## src/rtl/inv_add_round_key_stage.sv

```systemverilog
// ---------------------------------------------------------------------------
// inv_add_round_key_stage
//   AES-128 decryption: AddRoundKey followed by InvMixColumns. It sits after
//   the inverse S-box layer. It tracks the round index (9..0), fetches each
//   round key from an external key memory that has 1-cycle read latency, and
//   drives results on a valid/ready output. Round 0 skips InvMixColumns and
//   flags the plaintext with out_last.
//
// Optional feature macro: ROUND_TAG_EN (adds out_round, the key index applied)
//
// Ports
//   clk, rst_n           clock (rising edge), async active-low reset
//   in_valid/in_ready    upstream handshake; in_ready is high only in IDLE
//   in_state[127:0]      state after InvSubBytes, byte0 = [127:120]
//   in_first             beat is round 9 of a new block
//   key_rd, key_addr     key-memory read strobe and round-key index
//   key_data[127:0]      round key, valid the cycle after key_rd
//   out_valid/out_ready  downstream handshake
//   out_state[127:0]     result state, held until the handshake
//   out_last             result is plaintext (round 0)
//   err                  sticky: non-first beat arrived with no block open
//   out_round[3:0]       (ROUND_TAG_EN only) key index applied to out_state
// ---------------------------------------------------------------------------

// One 32-bit column through InvMixColumns. The top byte of the column is row 0.
module inv_mix_col (
    input  logic [31:0] col,
    output logic [31:0] res
);
    function automatic logic [7:0] xt(input logic [7:0] a);
        return {a[6:0], 1'b0} ^ (a[7] ? 8'h1b : 8'h00);
    endfunction

    logic [3:0][7:0] x1, x2, x4, x8;
    logic [3:0][7:0] m9, mb, md, me;

    // x1[k] is row k of the column. This is the reverse of the packed index order.
    for (genvar k = 0; k < 4; k++) begin : g_mul
        assign x1[k] = col[31-8*k -: 8];
        assign x2[k] = xt(x1[k]);
        assign x4[k] = xt(x2[k]);
        assign x8[k] = xt(x4[k]);
        assign m9[k] = x8[k] ^ x1[k];
        assign mb[k] = x8[k] ^ x2[k] ^ x1[k];
        assign md[k] = x8[k] ^ x4[k] ^ x1[k];
        assign me[k] = x8[k] ^ x4[k] ^ x2[k];
    end

    // Row r of the matrix is {0e,0b,0d,09} rotated right by r.
    for (genvar r = 0; r < 4; r++) begin : g_row
        assign res[31-8*r -: 8] = me[r] ^ mb[(r+1)%4] ^ md[(r+2)%4] ^ m9[(r+3)%4];
    end
endmodule

module inv_add_round_key_stage (
    input  logic         clk,
    input  logic         rst_n,
    input  logic         in_valid,
    output logic         in_ready,
    input  logic [127:0] in_state,
    input  logic         in_first,
    output logic         key_rd,
    output logic [3:0]   key_addr,
    input  logic [127:0] key_data,
    output logic         out_valid,
    input  logic         out_ready,
    output logic [127:0] out_state,
    output logic         out_last,
    output logic         err
`ifdef ROUND_TAG_EN
    ,
    output logic [3:0]   out_round
`endif
);
    localparam int          NUM_COLS = 4;
    localparam logic [3:0]  RND_NONE = 4'hF;
    localparam logic [3:0]  RND_TOP  = 4'd9;

    typedef enum logic [1:0] {IDLE, REQ, WAIT, HOLD} state_t;

    typedef struct packed {
        logic [127:0] st;
        logic [3:0]   idx;
    } beat_t;

    state_t state, nxt;
    beat_t  beat_q;
    logic [3:0] rnd;

    logic accept, legal, drop;
    logic [3:0] beat_idx;
    logic [127:0] t, mixed, res;
    logic [NUM_COLS-1:0][31:0] t_col, m_col;

    assign in_ready = (state == IDLE);
    assign key_rd   = (state == REQ);
    assign key_addr = beat_q.idx;

    assign accept   = in_valid & in_ready;
    // A first beat always restarts at round 9 and abandons any open block.
    assign beat_idx = in_first ? RND_TOP : rnd;
    assign legal    = accept & (in_first | (rnd != RND_NONE));
    assign drop     = accept & ~in_first & (rnd == RND_NONE);

    // key_data is only meaningful in WAIT. t is consumed only there.
    assign t     = beat_q.st ^ key_data;
    assign t_col = t;
    for (genvar i = 0; i < NUM_COLS; i++) begin : g_col
        inv_mix_col u_col (.col(t_col[i]), .res(m_col[i]));
    end
    assign mixed = m_col;
    assign res   = (beat_q.idx == 4'd0) ? t : mixed;

    always_ff @(posedge clk or negedge rst_n) begin
        if (!rst_n) state <= IDLE;
        else        state <= nxt;
    end

    always_comb begin
        nxt = state;
        case (state)
            IDLE:    if (legal) nxt = REQ;
            REQ:     nxt = WAIT;
            WAIT:    nxt = HOLD;
            HOLD:    if (out_ready) nxt = IDLE;
            default: nxt = IDLE;
        endcase
    end

    always_ff @(posedge clk or negedge rst_n) begin
        if (!rst_n) begin
            beat_q    <= '0;
            rnd       <= RND_NONE;
            out_valid <= 1'b0;
            out_state <= '0;
            out_last  <= 1'b0;
            err       <= 1'b0;
        end else begin
            if (legal) begin
                beat_q.st  <= in_state;
                beat_q.idx <= beat_idx;
            end
            if (drop) err <= 1'b1;
            if (state == WAIT) begin
                out_state <= res;
                out_last  <= (beat_q.idx == 4'd0);
                out_valid <= 1'b1;
            end
            if (state == HOLD && out_ready) begin
                out_valid <= 1'b0;
                rnd       <= (beat_q.idx == 4'd0) ? RND_NONE : beat_q.idx - 4'd1;
            end
        end
    end

`ifdef ROUND_TAG_EN
    always_ff @(posedge clk or negedge rst_n) begin
        if (!rst_n)              out_round <= 4'd0;
        else if (state == WAIT)  out_round <= beat_q.idx;
    end
`endif
endmodule

```

## config.mk

```make
export PLATFORM = sky130hd
export DESIGN_NAME = inv_add_round_key_stage
export DESIGN_NICKNAME = d
export VERILOG_FILES = /design/src/rtl/inv_add_round_key_stage.sv
export SDC_FILE = /design/constraint.sdc
export NUM_CORES = 1
export LEC_CHECK = 0
export BUFFER_PORTS_ARGS = -buffer_cell sky130_fd_sc_hd__clkbuf_2
export CORE_MARGIN = 5
export CORE_UTILIZATION = 50
export CTS_BUF_LIST = sky130_fd_sc_hd__clkbuf_4
export CTS_CLUSTER_DIAMETER = 50
export DETAILED_ROUTE_END_ITERATION = 10
export GPL_TIMING_DRIVEN = 1
export PLACE_DENSITY = 0.73
export SYNTH_ARGS = -nofsm -noshare
export SYNTH_HDL_FRONTEND = slang
export SYNTH_SLANG_ARGS = --single-unit
```

## constraint.sdc

```tcl
create_clock -name clk -period 4.9 [get_ports clk]
set_clock_uncertainty 0.2 [all_clocks]
set_input_delay 1.225 -clock clk [delete_from_list [all_inputs] [get_ports clk]]
set_output_delay 1.225 -clock clk [all_outputs]
set_load 0.01 [all_outputs]
```

* After elaboration in Yosys (flattened, before gate mapping)
Cells that the tools add are included.
** Storage, ports and cells
- Bits in registers :: 269
- Latch bits :: 0
- Bits in writable memories :: 0
- ROM bits :: 0
- Bits of input ports :: 261
- Logic and storage cells :: 276
- Memories :: 0
** Operators by class
- Add/subtract/negate cells :: 1
- Multipliers :: 0
- Div/mod/pow operators :: 0
- $lt $le $gt $ge :: 0
- Equal/unequal tests :: 7
- Shift operators :: 0
- Multiplexer cells :: 56
- Bitwise operators :: 199
- Reductions and logical operators :: 5
** Operators with widths (count)
- $xor 8x8->8 :: 192
- $mux 5 :: 48
- $mux 128 :: 1
- $xor 128x128->128 :: 1
- $mux 4 :: 2
- $pmux 2 s4 :: 1
- $and 1x1->1 :: 4
- $eq 2x2->1 const B :: 2
- $eq 4x4->1 const B :: 1
- $logic_not 4->1 :: 1
- $mux 2 :: 2
- $ne 4x4->1 const B :: 1
- $sub 4x1->4 const B :: 1
- $eq 2x1->1 const B :: 1
- $logic_not 2->1 :: 1
- $mux 1 :: 2
- $ne 2x1->1 const B :: 1
- $ne 2x2->1 const B :: 1
- $reduce_and 2->1 :: 1
- $reduce_bool 2->1 :: 1
- $logic_and 1x1->1 :: 1
- $not 1->1 :: 1
- $or 1x1->1 :: 1

* Depth between registers and ports, before layout
Gate-level depths: netlist of run 1.
- Depth after elaboration :: 13
- Gate-level depth with buffers :: 9
- Depth with buffers taken out :: 7

* By module
A second synthesis of run 1 with hierarchy kept.
** Second synthesis, totals
- Cells, all modules :: 1673
- Area, all modules :: 21553.2 µm²
** By module, submodules not included
- inv_add_round_key_stage :: times used 1, cells each 869, area an instance 12829.8 µm², seq. area each 6736.5 µm²
- inv_mix_col :: times used 4, cells each 201, area an instance 2180.8 µm², seq. area each 0.0 µm²

* Least setup slack after synthesis of run 1
OpenSTA, ideal clock, no wires.
- Path kind :: input to register
- Start point :: in key_data[77]
- End point :: reg out_state[68]
- Arrival time :: 3.200 ns
- Slack :: 1.367 ns
- Stages :: 7
- Cells stage by stage :: xnor2_2 xnor3_1 xor2_1 xor3_1 xnor2_2 xnor2_1 o21ai_0
** On the way
- Word-level cells in the longest chain between the ends :: 8
** Ends and longest elaborated chain
- start: declaration :: line 64 : input logic [127:0] key_data,
- $xor 128x128->128 :: line 106 : assign t = beat_q.st ^ key_data;
- $xor 8x8->8 (2 in a row) :: line 31 : return {a[6:0], 1'b0} ^ (a[7] ? 8'h1b : 8'h00);
- $mux 5 :: line 31
- $xor 8x8->8 :: line 31
- $xor 8x8->8 :: line 43 : assign m9[k] = x8[k] ^ x1[k];
- $xor 8x8->8 :: line 51 : assign res[31-8*r -: 8] = me[r] ^ mb[(r+1)%4] ^ md[(r+2)%4] ^ m9[(r+3)%4];
- $mux 128 :: line 112 : assign res = (beat_q.idx == 4'd0) ? t : mixed;
- end signal: assignment :: line 145 : out_state <= res;
- end: declaration :: line 67 : output logic [127:0] out_state,
No other way between the ends.
A chain may end at the register's enable or synchronous reset.

* Final worst setup path of run 1
- Start point :: reg state[0]
- End point :: out in_ready
** On the way
- Word-level cells in the longest chain between the ends :: 1
** Ends and longest elaborated chain
- start: declaration :: line 86 : state_t state, nxt;
- start signal: assignment :: line 116 : else state <= nxt;
- $logic_not 2->1 :: line 95 : assign in_ready = (state == IDLE);
- end: declaration :: line 59 : output logic in_ready,
No other way between the ends.

==> results of run 1 <==
[registers in the layout, indices dropped and copies added (netlist names)]
signal and flops:
rnd 4, key_addr 4, out_state 128, beat_q 128, err 1, out_valid 1
state 2, out_last 1
[cell usage after synthesis (all sizes together)]
cell	number	area (um^2)
nor2b	4	25.0
mux2	4	45.0
mux2i	2	20.0
dfstp	4	105
nand2	480	1800
nand4	2	12.5
o21bai	1	7.51
o211ai	61	458
o21ai	132	661
nand3	4	20.0
o2bb2ai	3	26.3
a2bb2oi	1	8.76
xor3	16	383
nor3	15	75.1
o32a	1	10.0
ha	6	75.1
xor2	121	1100
dfrtp	265	6630
or3	4	25.0
o21a	1	7.51
clkbuf	77	289
a32o	2	20.0
xnor3	72	1630
inv	77	289
xnor2	682	6440
a211oi	1	7.51
a21oi	55	275
nor2	6	22.5
buf	12	61.3
a21o	3	22.5
o22a	1	8.76
o311ai	1	8.76
a22o	24	210
and2	2	12.5
[per-stage QoR]
step / utilization / instances
after floorplan: - / 2142
after global placement: 0.580 / 3059
after detailed placement: 0.580 / 3059
after CTS: 0.603 / 3199
after global routing: 0.604 / 3204
final: 0.604 / 3204
[cell families (layout without fill, tap and decap cells)]
kind of cell	Yosys count	in the layout	synth area share
AND/OR/NAND/NOR	517	517	0.0959
flip-flops	269	269	0.324
XOR/XNOR	891	891	0.459
adder cells (fa/ha/maj)	6	6	0.00361
multiplexers	6	6	0.00313
buffers and inverters	166	691	0.0307
other	0	5	0
AO/OA/AOI/OAI	287	287	0.0833
[area by class of cell]
type,instances,area [um^2]
antenna,5,12.5
clock buffer,119,893
clock inverter,21,80.1
fill,3736,16300
inverter,77,290
multi-input combinational,1707,13500
sequential,269,6740
tap,532,666
timing repair buffer,474,2630
[path summary, 6_finish.rpt]
| kind | startpoint | to | slack [ns] | cells after the start |
|---|---|---|---|---|
| setup / recovery | state[0] | in_ready | 1.58 | 3 |
| hold / removal | rst_n | beat_q[21] | 0.14 | 1 |
| setup reg to reg | beat_q[35] | out_state[3] | 1.76 | 7 |
| hold reg to reg | out_state[29] | out_state[29] | 0.28 | 1 |
| max in group asynchronous | rst_n | beat_q[72] | 3.31 | 2 |
| min in group clk | out_state[29] | out_state[29] | 0.28 | 1 |
[critical path: stages, from the launching register on]
cell	delay [ns]
dfrtp_1	0.40
inv_1	0.17
ha_1	0.32
clkbuf_2	0.19
[routing by layer]
metal	share of wire	vias to the layer above	GRT usage
met5	0	-	0
met2	0.47	575	0.427
met1	0.43	7963	0.357
met4	0.037	0	0.111
li1	-	7834	-
met3	0.065	138	0.0631
==> flow_summary.toml, run 1 <==
[layout]
stdcell_area_um2 = 24800
mostFrequentLayoutCells = "xnor2_1 (636), nand2_1 (479), clkbuf_2 (396)"
areaGrowthSynthToFinish_pct = 19.1
final_common_cell = "xnor2_1"
drive_gt1_frac = 0.250
fin_nets = 2875

[floorplan]
die_h_um = 214
num_io_pins = 398
start_util = 0.507
core_area_um2 = 41000
die_width_um = 214
die_area_um2 = 45800
std_cell_rows = 74

[global_route]
grt_pass1_vias = 17600
grt_pass1_wl_mm = 98.8
gr-usage-all-layers = 0.269
gr-total-overflow = 0
antenna_found_initial = 3
grt_start_max_net_pins = 98

[worst_setup_path]
critical_path_class = "flip-flop to primary output"
cp.required_ns = 3.47
start_kind = "flip-flop"
end_kind = "primary output"
worstPathMaxFanout = 4
worstPathArrival_ns = 1.89

[sta]
hold_viol_final = 0
hold-worst-slack_ns = 0.142
layout_setup_ws_ns = 1.58
tightest_slew_ns = 0.980
fmax_mhz = 301
worst_slew_margin_rel = 0.344
period_needed_ns = 3.32
rsz0062_at_grt = "no"
fin_crit_sh = 0.677
setup_viol = 0
slew_viol_final = 0
tns_ns = 0

[detailed_routing]
routedWlPerCell_um = 19.5
first_iter_violations = 981
drt_drc_violations_left = 0
first_pass_iters = 5
antenna_left = 0
post_drt_via_cell_ratio = 5.15
wl_mm = 62.5
vias = 16500

[synth]
ys_seq_area_frac = 0.324
ys_warn_count = 0
synth_fp_nets = 2409
ys_ff_latch = 269
synth_area_per_cell_um2 = 9.71
netlist_instances = 2142
yosys.cell_types.count = 44
syn-cell-area_um2 = 20800

[placement]
gp_congestion = 0.975
dp_hpwl_mm = 47.2
pre_cts_slack_ns = 0.841
portBuffers = 397
dpl_cell_area_um2 = 23800

[clock_network]
numCtsBuffers = 79
holdBufCountCts = 0
cts_max_path_buffers = 3
cts_sinks = 269
post_cts_resized = 0
root_buffer = "clkbuf_4"
clk_latency_ns = 0.83
cts_tree = "yes"
path_clk_slew_ns = 0.06
cts-htree-levels = 3
postCtsSetupRepairBufs = 0

[status]
status = "complete, no violations"

[run]
drv_cap = 0

[hold_path]
hold_path.class = "input pin to async pin"
Power of run 1 is not shown: default switching activity piles up to over one toggle a cycle in this logic, so the estimate is an artifact.
==> inputs of run 2 (changes only) <==
--- a/config.mk
+++ b/config.mk
@@ -5,6 +5,7 @@
 export SDC_FILE = /design/constraint.sdc
 export NUM_CORES = 1
 export LEC_CHECK = 0
+export ABC_AREA = 1
 export BUFFER_PORTS_ARGS = -buffer_cell sky130_fd_sc_hd__clkbuf_2
 export CORE_MARGIN = 5
 export CORE_UTILIZATION = 50
@@ -12,7 +13,7 @@
 export CTS_CLUSTER_DIAMETER = 50
 export DETAILED_ROUTE_END_ITERATION = 10
 export GPL_TIMING_DRIVEN = 1
-export PLACE_DENSITY = 0.73
+export PLACE_DENSITY = 0.71
 export SYNTH_ARGS = -nofsm -noshare
 export SYNTH_HDL_FRONTEND = slang
 export SYNTH_SLANG_ARGS = --single-unit
==> constraint.sdc (replaced) <==
create_clock -name clk -period 3.4 [get_ports clk]
set_clock_uncertainty 0.2 [all_clocks]
set_input_delay 0.85 -clock clk [delete_from_list [all_inputs] [get_ports clk]]
set_output_delay 0.85 -clock clk [all_outputs]
set_load 0.01 [all_outputs]
==> run 2 against run 1 <==
  * Non-clock buffer count grew 238
  * Synthesized cell count up 110%
  * Area after synthesis rose by 33%
  * Sequential share of layout area fell by 7.4 points
  * Flip-flop and latch count did not move
  * Via count rose by 93%
  * Core utilization grew 1.5 points
  * First-iteration DRC count increased to 3.2 times the previous value
==> flow_summary.toml, run 2 <==
[status]
status = "complete, no violations"

[run]
drv_cap = 0

[worst_setup_path]
r2r_setup_slack_ns = 0.68
cp.required_ns = 2.35
worstPathMaxFanout = 4
timing.rr.end = "out_state[4]"
end_kind = "primary output"
critical_path_class = "flip-flop to primary output"
worstRegToRegCells = 15
r2r-start = "beat_q[10]"
start_kind = "flip-flop"
worstPathArrival_ns = 1.96

[synth]
yosys.cell_types.count = 34
postSynth.asyncResetShare = 1.00
synth_most_common_cell = "nand2_1"
syn-cell-area_um2 = 27600
synthFlopType = "dfrtp_1"
ys_seq_area_frac = 0.244
synth_area_per_cell_um2 = 6.01
synth_commonest_cells = "nand2_1 (2,488), nand3_1 (428), xor2_1 (375)"
netlist_instances = 4587
yosysTopAreaCell = "nand2_1"
ys_warn_count = 0
yosysTopAreaCellShare = 0.339
synth_edf_count = 0
synth_fp_nets = 4854
ys_ff_latch = 269
yosys-top-cells-area = "nand2_1 (34%), dfrtp_1 (24%), xor2_1 (12%), nand3_1 (7.8%), xnor2_1 (6.5%)"

[detailed_routing]
drt_drc_violations_left = 0
first_iter_violations = 3115
antenna_left = 0
routedWlPerCell_um = 18.5
vias = 31800
wl_mm = 112
post_drt_via_cell_ratio = 5.26
first_pass_iters = 6

[placement]
dpl.cell_count = 5798
gp_congestion = 1.03
portBuffers = 397
dp_hpwl_mm = 86.7

[sta]
hold_viol_final = 0
tightest_slew_ns = 0.772
worst_slew_margin_rel = 0.485
setup_viol = 0
fmax_mhz = 333
fin_crit_sh = 0.885
slew_viol_final = 0
period_needed_ns = 3.01
tns_ns = 0
rsz0062_at_grt = "no"
hold-worst-slack_ns = 0.0581

[clock_network]
numCtsBuffers = 78
postCtsSetupRepairBufs = 0
cts_sinks = 269
root_buffer = "clkbuf_4"
cts_max_path_buffers = 3
path_clk_slew_ns = 0.06
cts-htree-levels = 3
clk_latency_ns = 0.88
cts_tree = "yes"

[floorplan]
die_h_um = 245
start_util = 0.503
die_width_um = 245
core_area_um2 = 54900
die_area_um2 = 60000
num_io_pins = 398
std_cell_rows = 86

[layout]
drive_gt1_frac = 0.154
final_util = 0.618
reg.largest.list = "beat_q x128, out_state x128"
seqCellArea_um2 = 6740
areaGrowthSynthToFinish_pct = 23.0
final_common_cell = "nand2_1"
fillers = 5335
fin_nets = 5555
multi_input_area_um2 = 19400
mostFrequentLayoutCells = "nand2_1 (2,488), nand3_1 (427), clkbuf_2 (396)"
stdcell_count = 6050

[hold_path]
min_path_cells = 3
hold_path.class = "input pin to flip-flop"
holdCritStartpoint = "in_state[45]"
holdPathEnd = "beat_q[49]"

[global_route]
grt_pass1_vias = 29700
grt_start_max_net_pins = 142
grt_pass1_wl_mm = 170
gr-usage-all-layers = 0.361
gr-total-overflow = 0
antenna_found_initial = 4
==> run 2: cell types whose count changed after synthesis, moves of 64 or more <==
cell,previous run,this run
xor2_1,117,375
o21ai_0,129,65
inv_1,76,298
nand2_1,480,2488
xnor2_1,636,206
a21oi_1,55,143
xnor3_1,69,0
nand3_1,4,428
==> run 2: area by class of cell <==
class	instances	share of cell area
Antenna cell	5	0.000369
Clock buffer	106	0.0235
Clock inverter	27	0.00479
Inverter	303	0.0340
Multi-Input combinational cell	3924	0.571
Sequential cell	269	0.199
Tap cell	704	0.0260
Timing Repair Buffer	712	0.142
==> run 2: per-layer routing <==
metal / GRT usage / wire length, um
met2: 0.566 / 49200
met3: 0.0762 / 9780
met5: 0 / 20
met1: 0.485 / 47600
met4: 0.155 / 5460
==> run 2: through the flow <==
step                instance area (um^2)  setup WS, ns
finish                             33900         0.392
floorplan                          27600         0.752
detailed placement                 31800         0.246
global placement                   31800         0.242
CTS                                33900         0.325
global route                       33900         0.247
==> run 2: how the worst max path moves through the flow <==
stage,startpoint,endpoint,slack (ns),cells past startpoint
floorplan,key_data[68],out_state[87],0.75,11
global placement,key_data[29],out_state[11],0.24,19
detailed placement,key_data[126],out_state[108],0.25,18
CTS,state[1],in_ready,0.32,3
global route,state[1],in_ready,0.25,3
finish,state[1],in_ready,0.39,3
==> run 2: cell families after synthesis <==
family,synth area share
flip-flops,0.244
adder cells (fa/ha/maj),0.00272
AO/OA/AOI/OAI,0.0415
AND/OR/NAND/NOR,0.448
XOR/XNOR,0.209
buffers and inverters,0.0543
==> run 2: worst max-delay path, cell delays in order (launching register included) <==
cell,delay (ns)
dfrtp_1,0.40
inv_1,0.12
ha_1,0.29
clkbuf_2,0.27
==> run 2: timing repair <==
action	CTS	global route
hold endpoints to repair	164	0
hold buffers	114	0
endpoints found under the setup margin	0	0
gates resized for setup	0	0
Power of run 2 is left out for the same reason.
